--- src/rtl/uart_tx_arbiter.sv ---
// Round-robin, message-granular arbiter sharing one UART byte transmitter among NUM_REQ sources.
// First byte reaches tx_valid 2 cycles after req; tx_valid/tx_data hold until tx_ready, and a stalled owner is released by a watchdog.
module uart_tx_arbiter #(
  parameter int NUM_REQ        = 3,
  parameter int TIMEOUT_CYCLES = 65535
) (
  input  logic                 clk,
  input  logic                 reset_n,
  input  logic [NUM_REQ-1:0]   req,
  input  logic [8*NUM_REQ-1:0] req_data,
  input  logic [NUM_REQ-1:0]   req_last,
  output logic [NUM_REQ-1:0]   req_ack,
  output logic [NUM_REQ-1:0]   grant,
  output logic                 tx_valid,
  output logic [7:0]           tx_data,
  input  logic                 tx_ready,
  output logic                 busy,
  output logic                 timeout_err
);

  localparam int OW = $clog2(NUM_REQ);
  localparam int WW = $clog2(TIMEOUT_CYCLES);
  localparam logic [WW-1:0] WD_LAST   = WW'(TIMEOUT_CYCLES - 1);
  localparam logic [OW-1:0] OWNER_MAX = OW'(NUM_REQ - 1);

  typedef enum logic [1:0] {IDLE, FETCH, SEND} state_t;

  state_t               state_q, state_d;
  logic [NUM_REQ-1:0]   grant_q, grant_d;
  logic [NUM_REQ-1:0]   req_ack_q, req_ack_d;
  logic [OW-1:0]        owner_q, owner_d;
  logic [OW-1:0]        last_owner_q, last_owner_d;
  logic [WW-1:0]        wdog_q, wdog_d;
  logic                 tx_valid_q, tx_valid_d;
  logic [7:0]           tx_data_q, tx_data_d;
  logic                 last_q, last_d;
  logic                 timeout_err_q, timeout_err_d;

  logic                 pick_vld;
  logic [OW-1:0]        pick_idx;

  // Scan from farthest to nearest so the nearest requester after last_owner wins.
  always_comb begin
    pick_vld = 1'b0;
    pick_idx = '0;
    for (int k = NUM_REQ; k >= 1; k--) begin
      if (req[(int'(last_owner_q) + k) % NUM_REQ]) begin
        pick_vld = 1'b1;
        pick_idx = OW'((int'(last_owner_q) + k) % NUM_REQ);
      end
    end
  end

  always_comb begin
    state_d       = state_q;
    grant_d       = grant_q;
    req_ack_d     = '0;
    owner_d       = owner_q;
    last_owner_d  = last_owner_q;
    wdog_d        = wdog_q;
    tx_valid_d    = tx_valid_q;
    tx_data_d     = tx_data_q;
    last_d        = last_q;
    timeout_err_d = 1'b0;

    case (state_q)
      IDLE: begin
        if (pick_vld) begin
          owner_d = pick_idx;
          grant_d = NUM_REQ'(1) << pick_idx;
          wdog_d  = '0;
          state_d = FETCH;
        end
      end
      FETCH: begin
        if (req[owner_q]) begin
          tx_data_d  = req_data[8*owner_q +: 8];
          last_d     = req_last[owner_q];
          tx_valid_d = 1'b1;
          req_ack_d  = grant_q;
          state_d    = SEND;
        end else if (wdog_q == WD_LAST) begin
          timeout_err_d = 1'b1;
          grant_d       = '0;
          last_owner_d  = owner_q;
          state_d       = IDLE;
        end else begin
          // Release fires at WD_LAST, so the counter never needs to wrap.
          wdog_d = wdog_q + 1'b1;
        end
      end
      SEND: begin
        if (tx_ready) begin
          tx_valid_d = 1'b0;
          if (last_q) begin
            grant_d      = '0;
            last_owner_d = owner_q;
            state_d      = IDLE;
          end else begin
            wdog_d  = '0;
            state_d = FETCH;
          end
        end
      end
      default: state_d = IDLE;
    endcase
  end

  always_ff @(posedge clk or negedge reset_n) begin
    if (!reset_n) begin
      state_q       <= IDLE;
      grant_q       <= '0;
      req_ack_q     <= '0;
      owner_q       <= '0;
      last_owner_q  <= OWNER_MAX;
      wdog_q        <= '0;
      tx_valid_q    <= 1'b0;
      tx_data_q     <= '0;
      last_q        <= 1'b0;
      timeout_err_q <= 1'b0;
    end else begin
      state_q       <= state_d;
      grant_q       <= grant_d;
      req_ack_q     <= req_ack_d;
      owner_q       <= owner_d;
      last_owner_q  <= last_owner_d;
      wdog_q        <= wdog_d;
      tx_valid_q    <= tx_valid_d;
      tx_data_q     <= tx_data_d;
      last_q        <= last_d;
      timeout_err_q <= timeout_err_d;
    end
  end

  assign grant       = grant_q;
  assign req_ack     = req_ack_q;
  assign tx_valid    = tx_valid_q;
  assign tx_data     = tx_data_q;
  assign timeout_err = timeout_err_q;
  assign busy        = (state_q != IDLE);

endmodule

--- config.mk ---
export PLATFORM = sky130hd
export DESIGN_NAME = uart_tx_arbiter
export DESIGN_NICKNAME = d
export VERILOG_FILES = /design/src/rtl/uart_tx_arbiter.sv
export SDC_FILE = /design/constraint.sdc
export NUM_CORES = 1
export LEC_CHECK = 0
export CAP_MARGIN = 20
export CORE_MARGIN = 1.5
export CORE_UTILIZATION = 35
export CTS_CLUSTER_SIZE = 30
export DETAILED_ROUTE_END_ITERATION = 10
export PLACE_DENSITY = 0.64
export REMOVE_ABC_BUFFERS = 1
export SYNTH_ARGS = -nofsm -noshare
export SYNTH_HDL_FRONTEND = slang
export SYNTH_SLANG_ARGS = --single-unit
--- constraint.sdc ---
create_clock -name clk -period 2.75 [get_ports clk]
set_clock_uncertainty 0.05 [all_clocks]
set_input_delay 0.825 -clock clk [delete_from_list [all_inputs] [get_ports clk]]
set_output_delay 0.825 -clock clk [all_outputs]
set_load 0.05 [all_outputs]
# Word-level counts from Yosys, hierarchy flattened
# Index checks and enable logic that the tools add are counted.
[classes] add_sub_neg=4 n_div=3 order_cmp=4 eq_ne=12 n_shift=2 n_mux=50 reduce_logical=11
[op_table] op="$lt A32 B4 Y1 const B" n=3
[op_table] op="$mod A32 B3 Y32 const B" n=3
[op_table] op="$mux W16" n=5
[op_table] op="$pmux W16 S3" n=1
[op_table] op="$shiftx A24 B6 Y8" n=1
[op_table] op="$mux W2" n=11
[op_table] op="$mux W3" n=7
[op_table] op="$mux W1" n=17
[op_table] op="$add A16 B1 Y16 const B" n=1
[op_table] op="$eq A16 B16 Y1 const B" n=1
[op_table] op="$ne A2 B2 Y1 const B" n=8
[op_table] op="$reduce_and A6 Y1" n=2
[op_table] op="$bmux W1 S2" n=5
[op_table] op="$pmux W3 S3" n=1
[op_table] op="$add A2 B2 Y3 const B" n=2
[op_table] op="$pmux W2 S3" n=1
[op_table] op="$reduce_and A3 Y1" n=2
[op_table] op="$reduce_and A5 Y1" n=1
[op_table] op="$pmux W2 S2" n=1
[op_table] op="$reduce_and A2 Y1" n=2
[op_table] op="$reduce_bool A2 Y1" n=2
[op_table] op="$add A2 B1 Y3 const B" n=1
[op_table] op="$lt A2 B3 Y1 const B" n=1
[op_table] op="$ne A3 B3 Y1 const B" n=1
[op_table] op="other kinds (6)" n=6
[totals] ff_bits=39 inputBits=33 out_inout_bits=17 elab_cells=96

# Logic depth before layout (Yosys ltp)
# Gate-level depths: netlist (run 1).
[logic_depth] depth_word=11 ltp_mapped=10 ltp_nobuf=7

# Worst setup path before layout (run 1)
# OpenSTA, ideal clock, no wires.
[synth_path] path_kind="in2reg" from="in req[1]" to="reg grant_q[0] (netlist: grant[0])" setup_time_ps=128 t_arrival_ps=2241 required_ps=2572 setup_slack_ps=332 path_stages=6 n_path_buf=1 cell_sequence="buf_2 > a22oi_1 > o221ai_2 > o311ai_4 > or3_4 > mux2_1"
[synth_via] elab_chain_len=9 word_cells_on_any_way=23 cone_classes="eq/ne: 2; shift: 1; mux: 19; reduce/logical: 1"
[synth_lines] item="start: declaration" line="9" source="input logic [NUM_REQ-1:0] req,"
[synth_lines] item="$bmux W1 S2" line="47" source="if (req[(int'(last_owner_q) + k) % NUM_REQ]) begin"
[synth_lines] item="$mux W1 (implied by the code) (2 in series)" line="47"
[synth_lines] item="$mux W2 (3 in series)" line="47"
[synth_lines] item="$shl A1 B2 Y3" line="70" source="grant_d = NUM_REQ'(1) << pick_idx;"
[synth_lines] item="$mux W3" line="68" source="if (pick_vld) begin"
[synth_lines] item="$pmux W3 S3" line="66" source="case (state_q)"
[synth_lines] item="end signal: assignment" line="123" source="grant_q <= grant_d;"
[synth_lines] item="end: declaration" line="29" source="logic [NUM_REQ-1:0] grant_q, grant_d;"
# Several ways; a longest one is shown, not always the timed one. The select of a mux whose other input is x is not followed.
# A chain may end at the register's enable or synchronous reset.

# Final worst setup path (run 1)
[layout_path] from="in req[0]" to="reg grant_q[1] (netlist: grant[1])"
# Same word-level chain as after synthesis.

==> metrics.cfg, run 1 <==
[outcome]
outcome = finished, final reports clean

[route]
ant_nets = 0
vias_per_cell = 5.15
drt_wl_total_mm = 6.01
num_vias = 2199
drc_errors = 0
drtIter0Drc = 82
dr.pass1.iters = 4
routedWlPerCell_um = 14.1

[power]
ir_drop_mv = 0.443
power_density_nw_per_um2 = 992
leakagePower_nw = 1.34

[global_route]
gr-total-overflow = 0
grt_pass1_wl_mm = 9.97
grt_use_total_pct = 16.5
grt_max_degree = 40
antenna_found_initial = 0
grt_pass1_vias = 2121

[synth]
synthMuxAreaShare_pct = 8.30
synth_fa_ha_area_share_pct = 5.00
synth_area_um2 = 2500
synth_cells = 269
ys_top_cells_by_area = dfrtp_1 38%, mux2i_1 5.6%, ha_1 5.0%, a21oi_1 4.0%, o21ai_0 4.0%
yosysSeqAreaShare_pct = 39.1
synthSimpleGateAreaFrac_pct = 22.0
synth_top_family_by_area = simple AND/OR/NAND/NOR gates
synth_xor_area_share_pct = 0
synth_top_area_cell = dfrtp_1
synth_compound_area_share_pct = 20.9
synth_cell_types = 54
yosys.area.top_type_share_pct = 38.0
synthFlopType = dfrtp_1
synth_seq_cells = 39
yosysWarnings = 0
avgSynthCellArea_um2 = 9.30
async_reset_ff_share_pct = 100
synth_edf_count = 0

[cells_and_area]
area_growth_pct = 31.5
layout.nets = 374
utilization_pct = 47.9
drive_above_1_share_pct = 12.4
num_antenna_cells = 0

[timing]
max_freq_mhz = 396
fin_crit_ns = 2.52
finalCritPeriodShare_pct = 91.8
hold_violations = 0
slew_headroom_pct = 41.6
final-setup-viol-count = 0
rsz0062_at_grt = no
fin_ws_ns = 0.226
drv_slew = 0
worst_pin_slew_ns = 0.876

[floorplanning]
die-area_um2 = 7660
core_area_um2 = 6870
rows = 30
die_h_um = 87.5
start_util_pct = 36.4
num_io_pins = 50
die_w_um = 87.5

[critical_path]
worstPathRequired_ns = 2.88
r2r-start = last_owner_q[1]
r2r_slack_ns = 0.40
critical_path_class = in -> reg
r2r_end = grant[1]
cp_max_fo = 6
arrival_ns = 2.65
critPathSlowestCell = clkdlybuf4s50_1
cp-end-kind = flip-flop
startpoint = req[0]
crit_chain = clkdlybuf4s50_1 -> mux2i_1 -> o211ai_1 -> o311ai_4 -> or3_4 -> mux2_1
cp-start-kind = input pin
r2r.worst_path.cells = 7
cpPeakStageDelay_ns = 0.56

[cts]
ctsResizeCount = 0
cts_tree = done
clock_latency_ns = 0.29
clk_pin_slew_ns = 0.08
numClockSinks = 39
htree_levels = 2
clockBufferDepth = 2
post_cts.repair.setup_buffers = 0
numCtsBuffers = 5
clock-root-buffer = clkbuf_8
cts_hold_buf = 0

[flow_run]
maxCapViolCount = 0

[placed_design]
place_congestion = 0.812
io_buffers = 49
pre_cts_ws_ns = -0.0752
dp_hpwl_mm = 4.36

[hold_path]
whs_path_depth = 2
min_to = tx_data[5]
hp-class = reg -> reg
min_from = tx_data[5]

==> per-layer routing <==
layer | global-route usage [%] | wire length, um | vias up
met3 | 3.11 | 243 | 6
met5 | 0 | 0 | -
met1 | 22.2 | 2980 | 1039
met2 | 27.3 | 2720 | 41
met4 | 4.33 | 64 | 0
li1 | - | - | 1113
==> layout by cell type (no fill, tap or decap), drive strengths merged, types with 2 or more instances in the layout <==
cell,netlist,final
nor3,4,4
nand2b,3,3
nand4,2,2
and2,2,2
clkbuf,8,6
clkdlybuf4s50,0,47
nor2b,4,4
dfrtp,38,38
nand3b,12,12
a21oi,20,20
nand4b,2,2
nand3,10,10
nor2,23,23
ha,10,10
mux2i,14,14
o311ai,4,4
nor4,2,2
or3,2,2
o221ai,10,10
o21ai,21,21
o211ai,3,3
mux2,6,6
and3,9,9
inv,11,11
or4,3,3
nand2,19,19
o31ai,3,3
buf,7,23
clkinv,1,2
==> Yosys cell counts, types with 2 or more instances <==
cell type  count
or4_1          2
and2_1         2
nand3b_1      12
nand2b_1       3
nor2_1        23
nor3_1         4
nand2_1       19
buf_2          5
ha_1          10
o221ai_1       9
mux2_1         6
dfrtp_1       38
o311ai_1       3
nand3_1        9
clkbuf_1       8
nand4b_1       2
o211ai_1       3
mux2i_1       14
o31ai_1        3
inv_1         10
o21ai_0       20
and3_1         9
nand4_1        2
nor2b_1        4
a21oi_1       20
==> kinds of logic after synthesis <==
kind of cell,after synthesis
flip-flops,39
multiplexers,20
AND/OR/NAND/NOR,98
AO/OA/AOI/OAI,75
adder cells (fa/ha/maj),10
buffers and inverters,27
==> metrics by stage <==
stage	setup TNS, ns	instances	hold WS [ns]	instance area, um^2	total power, mW
after floorplan	0	254	0.472	2430	2.10
after global placement	-0.107	420	0.452	3200	2.85
after detailed placement	-0.244	420	0.473	3200	2.87
after CTS	0	427	0.490	3290	3.28
after global routing	0	427	0.522	3290	3.51
final	0	427	0.485	3290	3.26
==> worst max-delay path, delay by kind of cell <==
family | cells | cell delay (ns)
buf+inv | 1 | 0.56
compound gates | 2 | 0.43
mux | 2 | 0.42
simple gates | 1 | 0.41
==> how the worst max path moves through the flow <==
stage	cells past startpoint	end	slack (ns)
3_5_place_dp	6	grant[1]	-0.08
4_1_cts	6	grant[1]	0.24
3_3_place_gp	6	grant[1]	-0.05
5_1_grt	7	wdog_q[6]	0.10
6_report	6	grant[1]	0.23
2_1_floorplan	7	wdog_q[11]	0.11
==> sequential cells by signal, summed over array words and instances, names as in the netlist <==
register and cells:
owner_q 2, last_q 1, timeout_err 1, state_q 2
req_ack 3, tx_valid 1, tx_data 8, grant 3
last_owner_q 2, wdog_q 16
==> area by class of cell <==
cell class                      count  area (um^2)
Clock buffer                        6         82.6
Clock inverter                      1         5.00
Fill cell                         685         3580
Inverter                           12         45.0
Multi-Input combinational cell    203         1410
Sequential cell                    39          977
Tap cell                           96          120
Timing Repair Buffer               70          653
==> power by group <==
part           leakage [nW]  switching, mW  internal [mW]  total [mW]
logic                 0.795           1.19          0.806        2.00
registers             0.502          0.140          0.725       0.864
clock network        0.0470          0.205          0.197       0.402
No activity file was read; power rests on OpenSTA's default activity.
==> inputs of run 2 (changes only) <==
--- a/config.mk
+++ b/config.mk
@@ -6,11 +6,13 @@
 export NUM_CORES = 1
 export LEC_CHECK = 0
 export CAP_MARGIN = 20
+export CELL_PAD_IN_SITES_DETAIL_PLACEMENT = 1
+export CELL_PAD_IN_SITES_GLOBAL_PLACEMENT = 2
 export CORE_MARGIN = 1.5
-export CORE_UTILIZATION = 35
+export CORE_UTILIZATION = 31
 export CTS_CLUSTER_SIZE = 30
 export DETAILED_ROUTE_END_ITERATION = 10
-export PLACE_DENSITY = 0.64
+export PLACE_DENSITY = 0.85
 export REMOVE_ABC_BUFFERS = 1
 export SYNTH_ARGS = -nofsm -noshare
 export SYNTH_HDL_FRONTEND = slang
==> run 2 against run 1 <==
Sequential share of layout area is 0.41 points lower. First-iteration DRC count down 6.1%. Total power up 3.5%. Combinational power grew 3%. Setup slack got worse by 0.033 ns. Cell area is 1.4% higher. Maximum frequency shrank 1.3%. Die area rose by 12%. Via count up 7.0%. Sequential cell count is the same. Core utilization fell by 4.9 points.
==> metrics.cfg, run 2 (synthesis results as in run 1) <==
[critical_path]
critical_path_class = in -> reg
worstPathRequired_ns = 2.87  ; about the same
cp.buffers_inverters = 1  ; unchanged
cp_max_fo = 5  ; -1
path_delay_family = buffers and inverters
crit_chain = clkdlybuf4s50_1 -> a22oi_1 -> o221ai_2 -> o311ai_4 -> or3_4 -> mux2_1
arrival_ns = 2.68  ; +0.03 ns
cpPeakStageDelay_ns = 0.57  ; about the same
critPathSlowestCell = clkdlybuf4s50_1
cp-start-kind = input pin
cp-end-kind = flip-flop

[cts]
clk_pin_slew_ns = 0.09  ; about the same
cts_hold_buf = 0  ; unchanged
clock_latency_ns = 0.30  ; about the same
numClockSinks = 39  ; unchanged
cts_tree = done
post_cts.repair.setup_buffers = 0  ; unchanged
htree_levels = 2  ; unchanged
clockBufferDepth = 2  ; unchanged
numCtsBuffers = 5  ; unchanged
ctsResizeCount = 0  ; unchanged
clock-root-buffer = clkbuf_8

[cells_and_area]
stdcell_area_um2 = 3330  ; +1.4%
mostFrequentLayoutCell = clkdlybuf4s50_1
fillers = 910  ; +33%
instances_no_fill = 437  ; +2.3%
num_antenna_cells = 0  ; unchanged
layout.nets = 377  ; +0.80%
utilization_pct = 42.9  ; -4.9 points
drive_above_1_share_pct = 13.4  ; +1.0 points
area_growth_pct = 33.3
largest_reg_flops = 16  ; unchanged
top_register = wdog_q
layout_common_cells = 47 x clkdlybuf4s50_1, 38 x dfrtp_1, 24 x buf_4

[timing]
fin_ws_ns = 0.193  ; -0.0326 ns
max_freq_mhz = 391  ; -1.3%
worst_pin_slew_ns = 0.579  ; -0.296 ns
fin_crit_ns = 2.56  ; +0.0326 ns
timing.hold.ws_ns = 0.462  ; -0.0233 ns
hold_violations = 0  ; unchanged
finalCritPeriodShare_pct = 93.0  ; +1.2 points
fin_tns_setup_ns = 0  ; unchanged
final-setup-viol-count = 0  ; unchanged
slew_headroom_pct = 61.4  ; +20 points
drv_slew = 0  ; unchanged
rsz0062_at_grt = no

[floorplanning]
die_w_um = 92.8  ; +6.0%
die-area_um2 = 8620  ; +12%
core_area_um2 = 7770  ; +13%
die_h_um = 92.8  ; +6.0%
start_util_pct = 32.2  ; -4.2 points
rows = 32  ; +6.7%
num_io_pins = 50  ; unchanged

[placed_design]
pre_cts_ws_ns = -0.112  ; -0.0366 ns
place_congestion = 0.751  ; -7.5%
io_buffers = 49  ; unchanged
dp_cells = 429  ; +2.1%
dp_hpwl_mm = 5.19  ; +19%
place_area_um2 = 3230  ; +0.94%

[route]
vias_per_cell = 5.38  ; +4.5%
ant_nets = 0  ; unchanged
drt_wl_total_mm = 7.04  ; +17%
dr.pass1.iters = 4  ; unchanged
num_vias = 2352  ; +7.0%
drtIter0Drc = 77  ; -6.1%
routedWlPerCell_um = 16.1  ; +15%
drc_errors = 0  ; unchanged

[flow_run]
maxCapViolCount = 0  ; unchanged

[global_route]
antenna_found_initial = 0  ; unchanged
gr-total-overflow = 0  ; unchanged
grt_use_total_pct = 17.4  ; +0.91 points
grt_pass1_vias = 2420  ; +14%
grt_max_degree = 26  ; -35%
grt_pass1_wl_mm = 11.8  ; +19%

[power]
swShare_pct = 47.2  ; +0.19 points
p_sw_mw = 1.60  ; +3.9%
p_seq_share_pct = 25.7  ; -0.8 points
power_density_nw_per_um2 = 1010  ; +2.1%
leakagePower_nw = 1.36  ; +1.4%
intPower_mw = 1.78  ; +3.1%
power_frac_clock_pct = 13.2  ; +0.9 points
pwr-share-comb_pct = 61.1  ; about the same
power_mw = 3.38  ; +3.5%
ir_drop_mv = 0.404  ; -8.9%

[hold_path]
hp-class = in -> async

[outcome]
outcome = finished, final reports clean

[run 2: metal layers]
layer  part of all wire (%)  up-vias  GRT usage [%]
met5                      0        -              0
met4                    1.2        0           4.42
met3                    4.2       10           3.12
met2                     47       53           29.7
met1                     47     1169           22.5
li1                       -     1120              -
[run 2: power groups by stage]
| stage | logic [mW] | registers, mW | clock network, mW |
|---|---|---|---|
| 5_1_grt | 2.24 | 0.894 | 0.487 |
| 3_5_place_dp | 2.06 | 0.881 | 0 |
| 4_1_cts | 2.08 | 0.871 | 0.460 |
| 6_report | 2.06 | 0.866 | 0.447 |
| 3_3_place_gp | 2.03 | 0.872 | 0 |
| 2_1_floorplan | 0.951 | 1.15 | 0 |
[run 2: final timing paths]
check                      depth (start not counted)              end            start  slack [ns]
setup / recovery                                   6         grant[0]           req[2]        0.19
hold / removal                                     1        wdog_q[2]          reset_n        0.46
setup reg to reg                                   7         grant[0]  last_owner_q[1]        0.37
hold reg to reg                                    2       tx_data[4]       tx_data[4]        0.48
max in group asynchronous                          2  last_owner_q[1]          reset_n        1.55
min in group clk                                   2       tx_data[4]       tx_data[4]        0.48
[run 2: worst register-to-register path: cells and delay by family (launching register included)]
family                   cells  cell delay (ns)
AO/OA/AOI/OAI                2             0.43
adder cells (fa/ha/maj)      1             0.25
buffers and inverters        1             0.06
flip-flops                   1             0.56
multiplexers                 1             0.32
AND/OR/NAND/NOR              2             0.61
[run 2: final cells by class]
| type | count | area, um^2 | share of cell area, % |
|---|---|---|---|
| inverters | 12 | 45.0 | 1.35 |
| clock inverters | 1 | 7.51 | 0.225 |
| well taps | 102 | 128 | 3.83 |
| clock buffers | 7 | 96.3 | 2.89 |
| multi-input cells | 203 | 1410 | 42.1 |
| flip-flops and latches | 39 | 977 | 29.3 |
| repair buffers | 73 | 676 | 20.3 |
==> inputs of run 3 (changes only) <==
--- a/config.mk
+++ b/config.mk
@@ -8,8 +8,9 @@
 export CAP_MARGIN = 20
 export CELL_PAD_IN_SITES_DETAIL_PLACEMENT = 1
 export CELL_PAD_IN_SITES_GLOBAL_PLACEMENT = 2
-export CORE_MARGIN = 1.5
+export CORE_MARGIN = 2
 export CORE_UTILIZATION = 31
+export CTS_CLUSTER_DIAMETER = 60
 export CTS_CLUSTER_SIZE = 30
 export DETAILED_ROUTE_END_ITERATION = 10
 export PLACE_DENSITY = 0.85
==> run 3 against run 2 <==
Total power increased by 2.3%. Register-to-register slack got worse by 0.02 ns. Largest cell class unchanged. Critical endpoint unchanged. Count of clock-buffer cells in the layout down 1. Non-clock buffer count did not move. Die area increased by 2.2%. Critical path type unchanged. Sequential cell count did not move. Highest routed layer unchanged.
==> metrics.cfg, run 3 (synthesis results as in run 1) <==
[cts]
post_cts.repair.setup_buffers = 0  ; unchanged
clock-root-buffer = clkbuf_8
numClockSinks = 39  ; unchanged
cts_tree = done
clk_pin_slew_ns = 0.09  ; about the same
numCtsBuffers = 5  ; unchanged
clock_latency_ns = 0.30  ; about the same
ctsResizeCount = 0  ; unchanged
clockBufferDepth = 2  ; unchanged
htree_levels = 2  ; unchanged
cts_hold_buf = 0  ; unchanged

[timing]
max_freq_mhz = 393  ; +0.36%
rsz0062_at_grt = no
final-setup-viol-count = 0  ; unchanged
hold_violations = 0  ; unchanged
timing.hold.ws_ns = 0.387  ; -0.0753 ns
worst_pin_slew_ns = 0.566  ; -0.0137 ns
finalCritPeriodShare_pct = 92.6  ; -0.33 points
slew_headroom_pct = 61.9  ; +0.56 points
drv_slew = 0  ; unchanged
fin_crit_ns = 2.55  ; -0.00921 ns
fin_ws_ns = 0.203  ; +0.00921 ns

[cells_and_area]
drive_above_1_share_pct = 13.4  ; unchanged
layout_common_cells = 47 x clkdlybuf4s50_1, 38 x dfrtp_1, 24 x buf_4
area_growth_pct = 33.9
num_antenna_cells = 0  ; unchanged
stdcell_area_um2 = 3350  ; +0.41%
top_register = wdog_q
mostFrequentLayoutCell = clkdlybuf4s50_1
layout.nets = 377  ; unchanged
largest_reg_flops = 16  ; unchanged
fillers = 912  ; +0.22%

[critical_path]
cp-start-kind = input pin
critical_path_class = in -> reg
path_delay_family = buffers and inverters
cpPeakStageDelay_ns = 0.56  ; about the same
crit_chain = clkdlybuf4s50_1 -> a22oi_1 -> o221ai_2 -> o311ai_4 -> or3_4 -> mux2_1
worstPathRequired_ns = 2.88  ; about the same
arrival_ns = 2.68  ; about the same
cp.buffers_inverters = 1  ; unchanged
cp-end-kind = flip-flop
critPathSlowestCell = clkdlybuf4s50_1
cp_max_fo = 5  ; unchanged

[hold_path]
hp-class = in -> async

[floorplanning]
die_w_um = 93.8  ; +1.1%
die-area_um2 = 8800  ; +2.2%
die_h_um = 93.8  ; +1.1%
start_util_pct = 32.2  ; unchanged
num_io_pins = 50  ; unchanged
rows = 32  ; unchanged
core_area_um2 = 7770  ; unchanged

[route]
dr.pass1.iters = 4  ; unchanged
vias_per_cell = 5.26  ; -2.2%
routedWlPerCell_um = 16.4  ; +1.6%
drt_wl_total_mm = 7.16  ; +1.6%
drc_errors = 0  ; unchanged
ant_nets = 0  ; unchanged
num_vias = 2300  ; -2.2%
drtIter0Drc = 97  ; +26%

[placed_design]
pre_cts_ws_ns = -0.108  ; +0.00409 ns
io_buffers = 49  ; unchanged
dp_hpwl_mm = 5.39  ; +4.0%
place_congestion = 0.770  ; +2.6%
place_area_um2 = 3230  ; unchanged

[global_route]
grt_use_total_pct = 17.4  ; about the same
gr-total-overflow = 0  ; unchanged
grt_pass1_vias = 2521  ; +4.2%
grt_max_degree = 25  ; -3.8%
antenna_found_initial = 0  ; unchanged
grt_pass1_wl_mm = 12.2  ; +2.9%

[power]
leakagePower_nw = 1.37  ; +0.79%
ir_drop_mv = 0.436  ; +7.9%
power_density_nw_per_um2 = 1030  ; +1.9%
power_mw = 3.45  ; +2.3%

[flow_run]
maxCapViolCount = 0  ; unchanged

[outcome]
outcome = finished, final reports clean

==> run 3: worst paths after layout <==
| check | startpoint | end | slack (ns) | cells after the start |
|---|---|---|---|---|
| setup / recovery | req[1] | grant[0] | 0.20 | 6 |
| hold / removal | reset_n | wdog_q[3] | 0.39 | 1 |
| setup reg to reg | last_owner_q[1] | grant[0] | 0.35 | 7 |
| min in group clk | grant[1] | grant[1] | 0.49 | 1 |
| hold reg to reg | grant[1] | grant[1] | 0.49 | 1 |
| max in group asynchronous | reset_n | wdog_q[9] | 1.60 | 2 |
==> run 3: worst register-to-register path, cell delays in order, from the launching register on <==
cell,delay (ns)
dfstp_2,0.56
inv_1,0.06
ha_1,0.25
and2_1,0.20
o221ai_2,0.29
o311ai_4,0.14
or3_4,0.41
mux2_1,0.33
==> run 3: per-stage QoR <==
step / setup TNS [ns] / std cells / util [%]
after floorplan: 0 / 254 / -
after global placement: -0.0880 / 429 / 41.6
after detailed placement: -0.598 / 429 / 41.6
after CTS: 0 / 437 / 43.1
after global routing: 0 / 437 / 43.1
final: 0 / 437 / 43.1
==> run 3: where the power goes <==
part           internal, mW  total [mW]  leakage, nW  switching, mW
Combinational         0.831        2.07        0.811           1.24
Sequential            0.725       0.870        0.502          0.145
Clock                 0.294       0.510       0.0612          0.216
==> run 3: per-layer routing <==
layer	up-vias	global-route usage, %	routed length [um]
met5	-	0	0
met3	5	2.97	265
met4	0	4.23	68
met1	1129	22.8	3270
li1	1121	-	-
met2	45	29.8	3550
==> run 3: final cells by class <==
class / instances / area [um^2] / area share, %
multi-input combinational: 203 / 1410 / 42.0
sequential: 39 / 977 / 29.2
timing repair buffer: 73 / 676 / 20.2
tap: 102 / 128 / 3.81
clock buffer: 6 / 82.6 / 2.47
inverter: 12 / 45.0 / 1.35
clock inverter: 2 / 35.0 / 1.05
